## src/rtl/bus_arbiter_pkg.sv

```systemverilog
// Shared constants, state encoding and grant helpers for the 4-master bus arbiter.
package bus_arbiter_pkg;

   localparam int unsigned BUS_MASTER_CH = 4;
   localparam int unsigned BUS_OWNER_W   = 2;
   localparam int unsigned ARB_STATE_W   = 2;

   localparam logic ENABLE_  = 1'b0;
   localparam logic DISABLE_ = 1'b1;

   localparam logic [BUS_OWNER_W-1:0] BUS_OWNER_MASTER_0 = 2'd0;
   localparam logic [BUS_OWNER_W-1:0] BUS_OWNER_MASTER_1 = 2'd1;
   localparam logic [BUS_OWNER_W-1:0] BUS_OWNER_MASTER_2 = 2'd2;
   localparam logic [BUS_OWNER_W-1:0] BUS_OWNER_MASTER_3 = 2'd3;

   typedef logic [BUS_MASTER_CH-1:0] bus_vec_t;
   typedef logic [BUS_OWNER_W-1:0]   bus_owner_t;

   typedef enum logic [ARB_STATE_W-1:0] {
      ARB_IDLE = 2'd0,
      ARB_BUSY = 2'd1,
      ARB_PARK = 2'd2
   } arb_state_e;

   // Active-low vector with only the given master's bit cleared.
   function automatic bus_vec_t grant_mask(input bus_owner_t owner);
      return ~(BUS_MASTER_CH'(1) << owner);
   endfunction

endpackage

```

## src/rtl/bus_arbiter_if.sv

```systemverilog
// Active-low request/grant bundle between the four bus masters and the arbiter.
interface bus_arbiter_if;
   import bus_arbiter_pkg::*;

   logic       m0_req_, m1_req_, m2_req_, m3_req_;
   logic       m0_grnt_, m1_grnt_, m2_grnt_, m3_grnt_;
   bus_owner_t owner;
   logic       busy;

   modport master (
      output m0_req_, m1_req_, m2_req_, m3_req_,
      input  m0_grnt_, m1_grnt_, m2_grnt_, m3_grnt_, owner, busy
   );

   modport slave (
      input  m0_req_, m1_req_, m2_req_, m3_req_,
      output m0_grnt_, m1_grnt_, m2_grnt_, m3_grnt_, owner, busy
   );

endinterface

```

## src/rtl/bus_rr_pick.sv

```systemverilog
// Combinational round-robin pick: search owner+1, owner+2, owner+3, owner for the
// first active-low request (rotate, priority-encode, unrotate).
module bus_rr_pick
   import bus_arbiter_pkg::*;
(
   input  bus_vec_t   req_n_i,
   input  bus_owner_t owner_i,
   output bus_owner_t win_o,
   output logic       any_o
);

   bus_vec_t   act;
   bus_vec_t   rot;
   bus_owner_t off;

   always_comb begin
      act = ~req_n_i;
      // rot[i] is the request of master owner+1+i
      rot = BUS_MASTER_CH'({act, act} >> (3'(owner_i) + 3'd1));
      off = '0;
      for (int i = BUS_MASTER_CH - 1; i >= 0; i--) begin
         if (rot[i]) off = 2'(i);
      end
      win_o = owner_i + 2'd1 + off;
      any_o = |act;
   end

endmodule

```

## src/rtl/bus_arbiter.sv

```systemverilog
// Round-robin arbiter for the shared 4-master bus with a hold limit that preempts
// a long tenure, through a one-cycle PARK gap, once another master is waiting.
module bus_arbiter
   import bus_arbiter_pkg::*;
#(
   parameter int unsigned MAX_HOLD = 16,
   parameter int unsigned CNT_W    = 5
) (
   input  logic          clk,
   input  logic          reset,
   bus_arbiter_if.slave  bus
);

   localparam bit               HOLD_EN   = (MAX_HOLD != 0);
   localparam logic [CNT_W-1:0] HOLD_LAST = CNT_W'(HOLD_EN ? MAX_HOLD - 1 : 0);
   localparam logic [CNT_W-1:0] HOLD_SAT  = '1;

   arb_state_e       state_q, state_d;
   bus_owner_t       owner_q, owner_d;
   logic [CNT_W-1:0] hold_q, hold_d;
   bus_vec_t         grnt_q, grnt_d;
   logic             busy_q, busy_d;

   bus_vec_t         req_n;
   bus_owner_t       win;
   logic             any;
   logic             owner_req;
   logic             others;

   assign req_n = {bus.m3_req_, bus.m2_req_, bus.m1_req_, bus.m0_req_};

   bus_rr_pick u_pick (
      .req_n_i (req_n),
      .owner_i (owner_q),
      .win_o   (win),
      .any_o   (any)
   );

   assign owner_req = (req_n[owner_q] == ENABLE_);
   assign others    = |(~req_n & grant_mask(owner_q));

   always_comb begin
      state_d = state_q;
      owner_d = owner_q;
      hold_d  = hold_q;
      unique case (state_q)
         ARB_BUSY: begin
            if (owner_req) begin
               // >= so a saturated counter still preempts when a waiter shows up late
               if (HOLD_EN && (hold_q >= HOLD_LAST) && others) begin
                  state_d = ARB_PARK;
                  hold_d  = '0;
               end else if (hold_q != HOLD_SAT) begin
                  hold_d = hold_q + CNT_W'(1);
               end
            end else if (any) begin
               owner_d = win;
               hold_d  = '0;
            end else begin
               state_d = ARB_IDLE;
            end
         end
         default: begin
            if (any) begin
               state_d = ARB_BUSY;
               owner_d = win;
               hold_d  = '0;
            end else begin
               state_d = ARB_IDLE;
            end
         end
      endcase
      grnt_d = (state_d == ARB_BUSY) ? grant_mask(owner_d) : {BUS_MASTER_CH{DISABLE_}};
      busy_d = (state_d == ARB_BUSY);
   end

   always_ff @(posedge clk) begin
      if (reset) begin
         state_q <= ARB_IDLE;
         owner_q <= BUS_OWNER_MASTER_3;
         hold_q  <= '0;
         grnt_q  <= {BUS_MASTER_CH{DISABLE_}};
         busy_q  <= 1'b0;
      end else begin
         state_q <= state_d;
         owner_q <= owner_d;
         hold_q  <= hold_d;
         grnt_q  <= grnt_d;
         busy_q  <= busy_d;
      end
   end

   assign bus.m0_grnt_ = grnt_q[BUS_OWNER_MASTER_0];
   assign bus.m1_grnt_ = grnt_q[BUS_OWNER_MASTER_1];
   assign bus.m2_grnt_ = grnt_q[BUS_OWNER_MASTER_2];
   assign bus.m3_grnt_ = grnt_q[BUS_OWNER_MASTER_3];
   assign bus.owner    = owner_q;
   assign bus.busy     = busy_q;

endmodule
```

## src/flat_wrapper.sv

```systemverilog
// flat-port wrapper written by rule: the top's interface ports become plain ports
module bus_arbiter_flat import bus_arbiter_pkg::*;
#(
   parameter int unsigned MAX_HOLD = 16,
   parameter int unsigned CNT_W    = 5
)
  (clk, reset, bus_m0_req_, bus_m1_req_, bus_m2_req_, bus_m3_req_, bus_m0_grnt_, bus_m1_grnt_, bus_m2_grnt_, bus_m3_grnt_, bus_owner, bus_busy);
  bus_arbiter_if bus_i ();
  input  logic clk;
  input  logic reset;
  input wire logic [$bits(bus_i.m0_req_)-1:0] bus_m0_req_;
  input wire logic [$bits(bus_i.m1_req_)-1:0] bus_m1_req_;
  input wire logic [$bits(bus_i.m2_req_)-1:0] bus_m2_req_;
  input wire logic [$bits(bus_i.m3_req_)-1:0] bus_m3_req_;
  output wire logic [$bits(bus_i.m0_grnt_)-1:0] bus_m0_grnt_;
  output wire logic [$bits(bus_i.m1_grnt_)-1:0] bus_m1_grnt_;
  output wire logic [$bits(bus_i.m2_grnt_)-1:0] bus_m2_grnt_;
  output wire logic [$bits(bus_i.m3_grnt_)-1:0] bus_m3_grnt_;
  output wire logic [$bits(bus_i.owner)-1:0] bus_owner;
  output wire logic [$bits(bus_i.busy)-1:0] bus_busy;
  assign bus_i.m0_req_ = bus_m0_req_;
  assign bus_i.m1_req_ = bus_m1_req_;
  assign bus_i.m2_req_ = bus_m2_req_;
  assign bus_i.m3_req_ = bus_m3_req_;
  assign bus_m0_grnt_ = bus_i.m0_grnt_;
  assign bus_m1_grnt_ = bus_i.m1_grnt_;
  assign bus_m2_grnt_ = bus_i.m2_grnt_;
  assign bus_m3_grnt_ = bus_i.m3_grnt_;
  assign bus_owner = bus_i.owner;
  assign bus_busy = bus_i.busy;
  bus_arbiter #(.MAX_HOLD(MAX_HOLD), .CNT_W(CNT_W)) u_core (.clk(clk), .reset(reset), .bus(bus_i));
endmodule
```

## config.mk

```make
export PLATFORM = sky130hd
export DESIGN_NAME = bus_arbiter_flat
export DESIGN_NICKNAME = d
export VERILOG_FILES = /design/src/rtl/bus_arbiter_pkg.sv /design/src/rtl/bus_arbiter_if.sv /design/src/rtl/bus_rr_pick.sv /design/src/rtl/bus_arbiter.sv /design/src/flat_wrapper.sv
export SDC_FILE = /design/constraint.sdc
export NUM_CORES = 1
export LEC_CHECK = 0
export BUFFER_PORTS_ARGS = -buffer_cell sky130_fd_sc_hd__buf_4
export CORE_UTILIZATION = 45
export CTS_BUF_LIST = sky130_fd_sc_hd__clkbuf_4 sky130_fd_sc_hd__clkbuf_8
export CTS_CLUSTER_DIAMETER = 80
export CTS_CLUSTER_SIZE = 20
export DETAILED_ROUTE_END_ITERATION = 16
export GPL_TIMING_DRIVEN = 0
export HOLD_SLACK_MARGIN = 0.1
export PLACE_DENSITY = 0.65
export SLEW_MARGIN = 10
export SYNTH_ARGS = -nofsm -noshare
export SYNTH_HDL_FRONTEND = slang
export SYNTH_SLANG_ARGS = --single-unit
export TNS_END_PERCENT = 20
```

## constraint.sdc

```tcl
create_clock -name clk -period 2.2 [get_ports clk]
set_clock_uncertainty 0.05 [all_clocks]
set_input_delay 0 -clock clk [delete_from_list [all_inputs] [get_ports clk]]
set_output_delay 0 -clock clk [all_outputs]
set_load 0.005 [all_outputs]
```

; Word level (Yosys, flattened, before mapping)
; Cells that the tools add are included.
[word_totals]
in_bits = 6
reg_bits = 14
output_inout_bits = 7
wordCells = 46
[op_classes]
n_addsub = 4
n_reduce_logical = 4
n_bitwise = 5
muxes = 19
shifts = 3
n_eq_ne = 4
n_lt_le_gt_ge = 2
[ops]
columns = cell, count
row1 = $mux W5, 5
row2 = $mux W2, 11
row3 = $not A4 Y4, 3
row4 = $reduce_or A4 Y1, 2
row5 = $shl A1 B2 Y4 const A, 2
row6 = $shr A8 B3 Y4, 1
row7 = $add A5 B1 Y5 const B, 1
row8 = $ge A5 B4 Y1 const B, 1
row9 = $ne A5 B5 Y1 const B, 1
row10 = $and A4 B4 Y4, 1
row11 = $eq A2 B1 Y1 const B, 2
row12 = $ne A4 B1 Y1 const B, 1
row13 = $add A2 B1 Y3 const B, 1
row14 = $lt A2 B3 Y1 const B, 1
row15 = $add A2 B1 Y2 const B, 1
row16 = $add A2 B2 Y2, 1
row17 = $bmux W1 S2, 1
row18 = $mux W1, 2
row19 = $reduce_or A2 Y1, 1
row20 = $logic_and A1 B1 Y1, 1
row21 = $not A1 Y1, 1

; Logic depth before layout (Yosys ltp)
; Gate-level depths: netlist of the first run.
[depth]
word_depth = 12
mapped_depth = 10
ltp_nobuf = 9

; Cells and area by module
; Synthesis of the first run repeated with hierarchy kept, for this count alone.
[hier_totals]
hier_cells = 99
hier_area_um2 = 882.1
[by_module_without_submodules]
columns = module, n_inst, cells_per_inst, area_each_um2
row1 = bus_arbiter, 1, 70, 684.4
row2 = bus_rr_pick, 1, 29, 197.7

; Worst setup path before layout of the first run
; OpenSTA, ideal clock, no wires.
[synth_timing]
path_kind = register to register
start = register u_core.owner_q[0] (netlist: u_core.bus.owner[0])
end = register u_core.owner_q[1] (netlist: u_core.bus.owner[1])
period_less_slack_ns = 2.011
t_required_ns = 2.023
path_stages_with_launch = 11
arrival_time_ns = 1.834
setup_slack_ns = 0.189
cell_sequence = dfxtp_1 -> buf_6 -> nand2_1 -> nor2_1 -> a31oi_1 -> o221ai_1 -> a21oi_1 -> ha_1 -> xor2_1 -> o31a_1 -> or3_1
[synth_between]
elab_chain_len = 10
word_cells_on_any_way = 13
[synth_rtl]
columns = item, line_no
row1 = from (decl), bus_arbiter.sv:19  ; bus_owner_t owner_q, owner_d;
row2 = from (signal assigned), bus_arbiter.sv:86  ; owner_q <= owner_d;
row3 = $add A2 B1 Y3, bus_rr_pick.sv:19  ; rot = BUS_MASTER_CH'({act, act} >> (3'(owner_i) + 3'd1));
row4 = $shr A8 B3 Y4, bus_rr_pick.sv:19
row5 = $mux W2 (4 in series), bus_rr_pick.sv:22  ; if (rot[i]) off = 2'(i);
row6 = $add A2 B2 Y2, bus_rr_pick.sv:24  ; win_o = owner_i + 2'd1 + off;
row7 = $mux W2, "bus_arbiter.sv:56, bus_arbiter.sv:64"
row8 = $mux W2, bus_arbiter.sv:48  ; if (owner_req) begin
row9 = $mux W2 *, bus_arbiter.sv:46  ; unique case (state_q)
; Mark *: on every way between the ends. The rest lies on a longest branch, timed or not. The select of a mux whose other input is x is not followed.
; A chain may end at the register's enable or synchronous reset.

; Final worst setup path of the first run
[layout_timing]
start = register u_core.owner_q[0] (netlist: u_core.bus.owner[0])
end = register u_core.grnt_q[1]
[layout_between]
elab_chain_len = 12
word_cells_on_any_way = 26
[layout_rtl]
columns = item, line_no
row1 = $add A2 B1 Y3, bus_rr_pick.sv:19
row2 = $shr A8 B3 Y4, bus_rr_pick.sv:19
row3 = $mux W2 (4 in series), bus_rr_pick.sv:22
row4 = $add A2 B2 Y2, bus_rr_pick.sv:24
row5 = $mux W2, "bus_arbiter.sv:56, bus_arbiter.sv:64"
row6 = $mux W2, bus_arbiter.sv:48
row7 = $mux W2, bus_arbiter.sv:46
row8 = $shl A1 B2 Y4, bus_arbiter_pkg.sv:27  ; return ~(BUS_MASTER_CH'(1) << owner);
row9 = $not A4 Y4, bus_arbiter_pkg.sv:27
row10 = to (signal assigned), bus_arbiter.sv:82  ; grnt_q <= {BUS_MASTER_CH{DISABLE_}};
row11 = to (signal assigned), bus_arbiter.sv:88  ; grnt_q <= grnt_d;
row12 = to (decl), bus_arbiter.sv:21  ; bus_vec_t grnt_q, grnt_d;
; Several ways; a longest one is shown, not always the timed one. The select of a mux whose other input is x is not followed.

==> key figures, run 1 <==
STA
  • Relative slew slack: 65.88%
  • Post-layout min period: 2.143 ns
  • Tcrit/Tclk final: 97.40%
  • Slew Viols, Final: 0
  • RSZ-0062 raised after global routing: true
  • Final Hold Violating Endpoints: 0
  • Setup TNS: 0 ns
  • Fmax achieved: 466.7 MHz
  • Final setup viols: 0
  • Least-Margin Pin Slew: 0.5118 ns

Logic synthesis
  • Mapped Cells: 112
  • Largest family of logic cells by synthesized area: simple AND/OR/NAND/NOR gates
  • Post-synth top area share: 30.81%
  • Mux cell area share after synthesis: 3.576%
  • Post-Synth XOR/XNOR Area: 0.9629%
  • Yosys cell types: 40
  • Ranking of synthesized cells by area: dfxtp_1, nand2_1, ha_1
  • Synth area leader: dfxtp_1
  • Compound-Gate Fraction of Synth Area: 20.63%
  • #FFs+latches synth: 14
  • Mapped Area: 909.6 sq um
  • Sequential area share after synthesis: 30.81%
  • Mapped Nets: 122
  • Simple-Gate Fraction of Synth Area: 32.19%
  • Avg Inst Size Synth: 8.122 sq um
  • Yosys warns: 0
  • Post-Synth Adder-Cell Area: 5.502%

Final layout
  • Fin cells: 155
  • FILL cells: 168
  • Ant. Diodes: 0
  • Final layout net count: 141
  • Final core occ: 62.01%
  • Area grow syn2layout: 22.83%
  • Share of cells above drive strength 1: 27.69%

Clock tree
  • Clock Sinks: 14
  • CTS Buf Count: 3
  • CTS tree: built
  • Clock-pin slew on the worst setup and hold paths: 0.08 ns
  • Clock Path Buffers: 2
  • Worst skew pair latency: 0.27 ns
  • H-tree depth: 1
  • CTS Root Cell: clkbuf_4

Worst hold path
  • WHS Endpoint: u_core.state_q[1]
  • Hold wc startpoint: bus_m0_req_
  • Hold crit path type: primary input to register
  • Hold Path Depth: 5

Worst setup path
  • Max incr delay on CP: 0.38 ns
  • Crit-path cells: nand2_4 > nor2_2 > a31oi_1 > o221ai_1 > a21oi_1 > ha_1 > o31a_2 > nor4b_4 > nand3_1
  • Arrival time worst endpoint: 2.25 ns
  • Reg2reg end: u_core.grnt_q[1]
  • WS Path Type: register to register
  • R2R Setup Slk: 0.06 ns
  • Reg2reg path depth: 9
  • CP max stage cell: dfxtp_4
  • CP required: 2.30 ns
  • WP buf/inv: 0
  • Worst-path fanout max: 6
  • Family with the most delay on the worst path: compound AO/OA/AOI/OAI gates
  • Crit. End Element: register
  • Worst R2R Start: u_core.bus.owner[0]
  • Startpoint types: register

Power and ir drop
  • PwrDens: 982.2 nW/um^2
  • Combinational Power Share: 50.0%
  • Int Power: 0.0006909 W
  • Sequential power share: 33.4%
  • Static Leak: 0.4461 nW
  • Sw Pwr: 0.0004065 W
  • Pwr Total: 0.001097 W
  • Clock Power Share: 16.7%
  • VDD IR max: 0.0005549 V
  • Sw Share: 37.04%

Die
  • Initial Utilization: 50.49%
  • Die X: 46.96 microns
  • I/O Pins: 13
  • Core area: 1802 sq um
  • Die area: 2205 sq um
  • Die Ht: 46.96 microns
  • Cell Rows: 15

Placed design
  • Placed insts: 147
  • Final Wtd Congestion: 0.8302
  • HPWL Detailed: 1438 microns
  • IO buf count: 10

Global route
  • Grt ovf: 0
  • First-pass GRT wire length: 3401 microns
  • Total track usage: 21.36%
  • Pin count of the biggest net entering global routing: 11
  • Vias in the first global route: 795
  • Initial antenna violation count: 0

Detailed routing
  • Final wirelength: 2001 microns
  • Via density: 5.658
  • DR WL/cell: 12.91 microns
  • Detailed-route DRC error count: 0
  • Detail Route Antenna Nets: 0
  • Via count: 877
  • Drt initial violations: 22
  • Pre-antenna DRT Iters: 4

Run
  • Max-Cap Viols: 0

Status
  • Status: finished clean
-- Yosys cell counts --
| cell type | instances |
|---|---|
| a211oi_1 | 4 |
| a21oi_1 | 3 |
| a222oi_1 | 1 |
| a31oi_1 | 4 |
| a32oi_1 | 2 |
| and2_1 | 5 |
| and3_1 | 1 |
| and3b_1 | 1 |
| buf_2 | 4 |
| buf_4 | 1 |
| buf_6 | 1 |
| clkbuf_1 | 2 |
| dfxtp_1 | 14 |
| ha_1 | 4 |
| inv_1 | 2 |
| inv_2 | 1 |
| mux2i_1 | 1 |
| mux4_2 | 1 |
| nand2_1 | 18 |
| nand2b_1 | 3 |
| nand3_1 | 6 |
| nand3b_1 | 1 |
| nand4_1 | 2 |
| nand4b_1 | 1 |
| nor2_1 | 9 |
| nor2_4 | 2 |
| nor3_2 | 1 |
| nor4_1 | 1 |
| nor4b_2 | 1 |
| o21ai_0 | 2 |
| o21ai_1 | 4 |
| o221ai_1 | 1 |
| o2bb2ai_1 | 1 |
| o31a_1 | 1 |
| o31a_2 | 1 |
| o31ai_1 | 1 |
| o32ai_2 | 1 |
| or3_1 | 1 |
| or4_1 | 1 |
| xor2_1 | 1 |
-- metrics by stage --
step	hold slack, ns	setup WS (ns)	area [sq um]
after floorplan	0.03590	0.1889	909.6
after global placement	0.1424	-0.007078	1016
final	0.2729	0.05712	1117
after detailed placement	0.1504	-0.04178	1016
after CTS	0.2652	0.009582	1085
after global routing	0.3073	-0.04624	1117
-- cell type report --
cell class                      instances  area [sq um]  share of cell area, %
Sequential cell                        14         285.3                  25.53
Buffer                                  7         37.54                  3.359
Timing Repair Buffer                   15         112.6                  10.08
Multi-Input combinational cell         87         603.1                  53.98
Inverter                                3         11.26                  1.008
Clock buffer                            4         36.28                  3.247
Tap cell                               25         31.28                  2.800
-- sequential cells by signal, indices dropped and copies added (netlist names) --
register,cells
u_core.bus.owner,2
u_core.hold_q,5
u_core.bus.busy,1
u_core.state_q,2
u_core.grnt_q,4
-- power groups by stage --
stage	combinational (W)	clock [W]	sequential, W
global placement	0.000489	0	0.000349
finish	0.000548	0.000183	0.000366
CTS	0.000515	0.000185	0.000344
global route	0.000614	0.000196	0.000376
floorplan	0.000346	0	0.000351
detailed placement	0.000497	0	0.000350
-- cell usage in the layout (no fill, tap or decap), drive strengths merged, types with 2 or more instances in the layout --
cell type / n
and2: 5
clkbuf: 7
nand2: 18
o31a: 2
a32oi: 2
inv: 3
buf: 18
nand4: 2
a31oi: 4
a211oi: 4
a21oi: 3
nor2: 11
ha: 4
nand2b: 3
dfxtp: 14
nand3: 6
o21ai: 6
-- per-layer routing --
metal  vias to the layer above  global-route usage, %  share of wire, %
li1                        443                      -                 -
met1                       407                  29.14                49
met2                        23                  34.17                47
met3                         4                  5.769               4.0
met4                         0                  4.000              0.40
met5                         -                      0                 0
-- cells by family after synthesis --
family | count (synthesis)
compound gates | 26
buf+inv | 11
xor+xnor | 1
fa+ha+maj | 4
flops | 14
mux | 2
simple gates | 54
-- worst min-delay path, stage by stage --
cell and delay (ns):
buf_2 0.17, a222oi_1 0.09, buf_4 0.16, nand2_1 0.09, nor2_1 0.05
-- repair_timing --
action                                  CTS  global route
endpoints found under the setup margin    9            10
hold buffers                              1             0
hold endpoints to repair                  3             0
resized for setup                         2             8
buffers inserted                          1             3
pin swaps                                 2             6
-- worst max path at each step --
stage,start,endpoint,slack (ns),cells past startpoint
2_1_floorplan,u_core.bus.owner[0],u_core.bus.owner[1],0.19,10
3_3_place_gp,u_core.bus.owner[0],u_core.grnt_q[3],-0.007,10
3_5_place_dp,u_core.hold_q[0],u_core.hold_q[2],-0.04,8
4_1_cts,u_core.bus.owner[0],u_core.grnt_q[2],0.01,10
5_1_grt,u_core.bus.owner[0],u_core.grnt_q[1],-0.05,9
6_report,u_core.bus.owner[0],u_core.grnt_q[1],0.06,9
Power figures use the tool's default switching activity.
==> run 2: changes to the inputs <==
Settings changed: SYNTH_HIERARCHICAL from default to 1.
==> run 2 against run 1 <==
  * Combinational power grew 20%
  * Clock-buffer cell count is the same
  * Setup slack lost 0.0066 ns
  * Wire length grew 0.25%
  * Via count shrank 5.6%
  * Core utilization grew 4.6 points
  * Design area grew 6.3%
  * Clock power grew 3%
  * Sequential share of layout area shrank 1.2 points
  * Critical path type unchanged
  * Critical endpoint is now u_core/grnt_q[2]
==> key figures, run 2 <==
Final layout
  • Largest register FFs: 5
  • Commonest non-fill, non-tap cell in the layout: buf_4
  • Final layout net count: 134
  • Commonest cells after routing, fill and taps aside: buf_4, dfxtp_1, nand2_1
  • Final Cell Area: 1187 sq um
  • Top reg by flops: u_core/hold_q
  • Area grow syn2layout: 34.61%
  • Biggest regs: u_core/hold_q: 5 flops, u_core/grnt_q: 4 flops
  • Ant. Diodes: 0
  • Share of cells above drive strength 1: 43.90%
  • Fin cells: 148

Power and ir drop
  • Combinational Power Share: 53.9%
  • Sequential power share: 30.6%
  • Int Power: 0.0007686 W
  • Sw Pwr: 0.0004460 W
  • PwrDens: 1023 nW/um^2
  • VDD IR max: 0.0008996 V
  • Static Leak: 0.4649 nW
  • Clock Power Share: 15.5%
  • Sw Share: 36.72%

Placed design
  • HPWL Detailed: 1275 microns
  • Final Wtd Congestion: 0.7683
  • Placed cell area: 996.0 sq um
  • Placed insts: 135
  • IO buf count: 11

STA
  • Relative slew slack: 63.31%
  • Final Hold Violating Endpoints: 0
  • Setup TNS: 0 ns
  • Post-layout min period: 2.149 ns
  • WHS: 0.2457 ns
  • Fmax achieved: 465.2 MHz
  • RSZ-0062 raised after global routing: true
  • Least-Margin Pin Slew: 0.5504 ns
  • Tcrit/Tclk final: 97.70%
  • Slew Viols, Final: 0
  • Final setup viols: 0

Logic synthesis
  • Mapped Nets: 109
  • Avg Inst Size Synth: 8.910 sq um
  • Mapped Area: 882.1 sq um
  • Yosys warns: 6
  • Sequential area share after synthesis: 31.77%
  • EDFF count, synth: 0
  • Top-count cell post-synth: dfxtp_1
  • Synth area leader: dfxtp_1
  • Predominant post-synthesis flop cell: dfxtp_1
  • Post-synth top area share: 31.77%
  • Post-synth top cells: dfxtp_1, nand2_1, nor2_1
  • Fraction of registers with async set/reset: 0%
  • #FFs+latches synth: 14
  • Ranking of synthesized cells by area: dfxtp_1, ha_1, nand2_1
  • Yosys cell types: 42
  • Mapped Cells: 99

Clock tree
  • CTS Buf Count: 3
  • Worst skew pair latency: 0.28 ns
  • CTS Root Cell: clkbuf_4
  • Clock Path Buffers: 2
  • H-tree depth: 1
  • Clock Sinks: 14
  • CTS tree: built
  • Clock-pin slew on the worst setup and hold paths: 0.09 ns

Detailed routing
  • Detail Route Antenna Nets: 0
  • Met3 Wirelength: 39 microns
  • Top sig layer: met4
  • Final wirelength: 2006 microns
  • Met1 wire length: 871 microns
  • Drt initial violations: 8
  • DR WL/cell: 13.55 microns
  • Detailed-route DRC error count: 0
  • Via density: 5.595
  • Pre-antenna DRT Iters: 4
  • Via count: 828
  • Routed wl met2: 1052 microns

Worst setup path
  • Worst-path fanout max: 5
  • Crit. End Element: register
  • WS Path Type: register to register
  • CP required: 2.31 ns
  • Startpoint types: register
  • Arrival time worst endpoint: 2.26 ns

Die
  • I/O Pins: 13
  • Cell Rows: 15
  • Core area: 1783 sq um
  • Die Ht: 46.28 microns
  • Initial Utilization: 49.47%
  • Die area: 2141 sq um
  • Die X: 46.28 microns

Global route
  • Total track usage: 21.71%
  • First-pass GRT wire length: 3263 microns
  • Vias in the first global route: 769
  • Pin count of the biggest net entering global routing: 12
  • Initial antenna violation count: 0
  • Grt ovf: 0

Worst hold path
  • Hold crit path type: primary input to register

Run
  • Max-Cap Viols: 0

Status
  • Status: finished clean
[run 2: metrics by stage]
step	setup slack, ns	total power (W)	util (%)
after detailed placement	-0.2045	0.0008295	55.86
after CTS	0.01793	0.001126	62.04
final	0.05053	0.001215	66.60
after global placement	-0.1774	0.0008159	55.86
after floorplan	0.02290	0.0006799	-
after global routing	-0.03481	0.001293	66.60
[run 2: kinds of logic after synthesis]
| family | share of synthesized area [%] |
|---|---|
| simple gates | 28.80 |
| xor+xnor | 1.986 |
| compound gates | 18.58 |
| buf+inv | 4.821 |
| fa+ha+maj | 5.674 |
| mux | 8.369 |
| flops | 31.77 |
[run 2: area by class of cell]
class,count,area [sq um]
multi-input combinational,77,631.9
fill,154,595.6
sequential,14,289.0
timing repair buffer,20,152.6
clock buffer,4,36.28
buffer,4,31.28
tap,25,31.28
inverter,4,15.01
[run 2: timing repair]
action / in CTS / in global routing
buffers inserted: 6 / 2
hold buffers: 1 / 0
endpoints found under the hold margin: 1 / 0
pin swaps: 6 / 8
gates resized for setup: 6 / 15
setup endpoints to repair: 8 / 7
[run 2: metal layers]
metal,vias to the layer above,GRT usage (%)
li1,412,-
met1,399,25.71
met2,12,37.46
met3,5,4.706
met4,0,8.824
met5,-,0
[run 2: power groups by stage]
stage	combinational (W)	sequential, W	clock, W
floorplan	0.000316	0.000364	0
global placement	0.000449	0.000367	0
detailed placement	0.000461	0.000368	0
CTS	0.000571	0.000362	0.000192
global route	0.000706	0.000380	0.000207
finish	0.000655	0.000372	0.000188
[run 2: final timing paths]
check	start	endpoint	slack, ns	cells past startpoint
max	u_core/bus.owner[0]	u_core/grnt_q[2]	0.05	5
min	bus_m3_req_	u_core/hold_q[3]	0.25	5
max reg2reg	u_core/bus.owner[0]	u_core/grnt_q[2]	0.05	5
min reg2reg	u_core/hold_q[0]	u_core/hold_q[0]	0.42	1
[run 2: critical path, cell delays in order, from the launching register on]
cell      delay [ns]
dfxtp_4         0.38
mux4_2          0.54
or3b_4          0.44
nand2_2         0.13
mux2i_2         0.35
nand3b_1        0.14
==> run 3: changes to the inputs <==
==> constraint.sdc (replaced) <==
create_clock -name clk -period 2.2 [get_ports clk]
set_clock_uncertainty 0.05 [all_clocks]
set_input_delay 0.44 -clock clk [delete_from_list [all_inputs] [get_ports clk]]
set_output_delay 0.44 -clock clk [all_outputs]
set_load 0.005 [all_outputs]
==> run 3 against run 2 <==
  * Clock power decreased by 2%
  * Via count up 2.5%
  * Worst hold slack better by 0.18 ns
  * Wire length grew 3.2%
  * Register-to-register slack is essentially flat
  * Power shrank 1.3%
  * Maximum frequency decreased by 0.44%
  * Design area fell by 2.8%
  * Clock-buffer cell count unchanged
  * Highest routed layer unchanged
  * Largest cell class unchanged
  * Largest power group unchanged
  * Core utilization fell by 1.9 points
==> key figures, run 3 (synthesized netlist as in run 2, its figures left out) <==
Status
  • Status: finished clean

Worst setup path
  • WS Path Type: primary input to register
  • Reg2reg end: u_core/grnt_q[1]
  • Crit. End Element: register
  • R2R Setup Slk: 0.05 ns
  • Startpoint types: primary input
  • Worst-path fanout max: 8
  • Crit path from: bus_m1_req_
  • CP required: 2.32 ns
  • Reg2reg path depth: 6
  • Setup crit end: u_core/grnt_q[3]
  • Worst R2R Start: u_core/bus.owner[0]
  • Arrival time worst endpoint: 2.27 ns

Power and ir drop
  • PwrDens: 1039 nW/um^2
  • Pwr Total: 0.001198 W
  • VDD IR max: 0.0008036 V
  • Static Leak: 0.4481 nW

Die
  • Die area: 2141 sq um
  • Initial Utilization: 49.47%
  • I/O Pins: 13
  • Core area: 1783 sq um
  • Cell Rows: 15
  • Die X: 46.28 microns
  • Die Ht: 46.28 microns

STA
  • Final setup viols: 0
  • Relative slew slack: 65.00%
  • Least-Margin Pin Slew: 0.5251 ns
  • Fmax achieved: 463.2 MHz
  • Tcrit/Tclk final: 98.14%
  • Post-route setup slack: 0.04094 ns
  • Post-layout min period: 2.159 ns
  • Slew Viols, Final: 0
  • Final Hold Violating Endpoints: 0
  • RSZ-0062 raised after global routing: true

Clock tree
  • Clock Path Buffers: 2
  • Clock-pin slew on the worst setup and hold paths: 0.08 ns
  • CTS tree: built
  • CTS Buf Count: 3
  • H-tree depth: 1
  • CTS Root Cell: clkbuf_4
  • Worst skew pair latency: 0.28 ns
  • Clock Sinks: 14
  • CTS Hold Bufs: 0

Final layout
  • Biggest regs: u_core/hold_q: 5 flops, u_core/grnt_q: 4 flops
  • Largest register FFs: 5
  • Commonest non-fill, non-tap cell in the layout: buf_4
  • Commonest cells after routing, fill and taps aside: buf_4, dfxtp_1, nand2_1
  • Area grow syn2layout: 30.78%
  • Fin cells: 145
  • Share of cells above drive strength 1: 44.17%
  • Top reg by flops: u_core/hold_q
  • Final layout net count: 131
  • Ant. Diodes: 0
  • FILL cells: 144

Detailed routing
  • Drt initial violations: 10
  • Detail Route Antenna Nets: 0
  • Detailed-route DRC error count: 0
  • Via density: 5.855
  • Via count: 849
  • DR WL/cell: 14.28 microns
  • Pre-antenna DRT Iters: 4
  • Final wirelength: 2070 microns

Worst hold path
  • Hold crit path type: register to register

Global route
  • Pin count of the biggest net entering global routing: 12
  • First-pass GRT wire length: 3318 microns
  • Total track usage: 22.10%
  • Initial antenna violation count: 0
  • Vias in the first global route: 784
  • Grt ovf: 0

Run
  • Max-Cap Viols: 0

Placed design
  • Final Wtd Congestion: 0.7008
  • Pre-CTS setup slack: -0.3028 ns
  • IO buf count: 11
  • Placed insts: 135
  • HPWL Detailed: 1282 microns
==> run 3: worst min-delay path by stage <==
stage | startpoint | end | slack [ns] | cells past startpoint
after global routing | u_core/hold_q[0] | u_core/hold_q[0] | 0.44 | 1
final | u_core/hold_q[0] | u_core/hold_q[0] | 0.43 | 1
after detailed placement | u_core/hold_q[3] | u_core/hold_q[3] | 0.45 | 2
after global placement | u_core/hold_q[3] | u_core/hold_q[3] | 0.43 | 2
after floorplan | u_core/hold_q[3] | u_core/hold_q[3] | 0.42 | 2
after CTS | u_core/hold_q[3] | u_core/hold_q[3] | 0.46 | 2
==> run 3: layout make-up <==
type                       instances  area (sq um)  area share (%)
buffer                             4         33.78           2.928
multi-input combinational         77         620.6           53.80
clock buffer                       4         36.28           3.145
inverter                           4         15.01           1.302
timing repair buffer              17         127.6           11.06
sequential                        14         289.0           25.05
tap                               25         31.28           2.711
==> run 3: routing by layer <==
metal | vias to the layer above | track usage [%] | share of wire [%]
met1 | 420 | 27.53 | 46
met2 | 20 | 36.06 | 51
met5 | - | 0 | 0
met4 | 0 | 11.76 | 0.92
li1 | 407 | - | -
met3 | 2 | 3.529 | 2.4
==> run 3: worst max-delay path, stage by stage <==
cell,delay [ns]
buf_4,0.10
buf_4,0.16
nand2_1,0.08
a211o_2,0.31
o221ai_2,0.07
a21oi_2,0.06
ha_2,0.20
xor2_2,0.15
xnor2_1,0.18
mux2i_2,0.12
or3b_4,0.40
==> run 3: timing repair <==
action | CTS | global route
setup endpoints to repair | 7 | 8
gates resized for setup | 6 | 15
setup buffers | 5 | 1
pin swaps | 6 | 6
==> run 3: metrics by stage <==
step	util, %	hold slack (ns)	area [sq um]	TNS, ns
floorplan	-	0.4164	884.6	0
detailed placement	56.00	0.4517	998.5	-1.094
CTS	61.19	0.4645	1091	0
global route	64.70	0.4369	1154	-0.1224
finish	64.70	0.4285	1154	0
global placement	56.00	0.4348	998.5	-0.9159
==> run 3: power breakdown <==
group          internal, W  switching [W]
sequential        0.000317      0.0000580
combinational     0.000349       0.000291
clock             0.000101      0.0000831
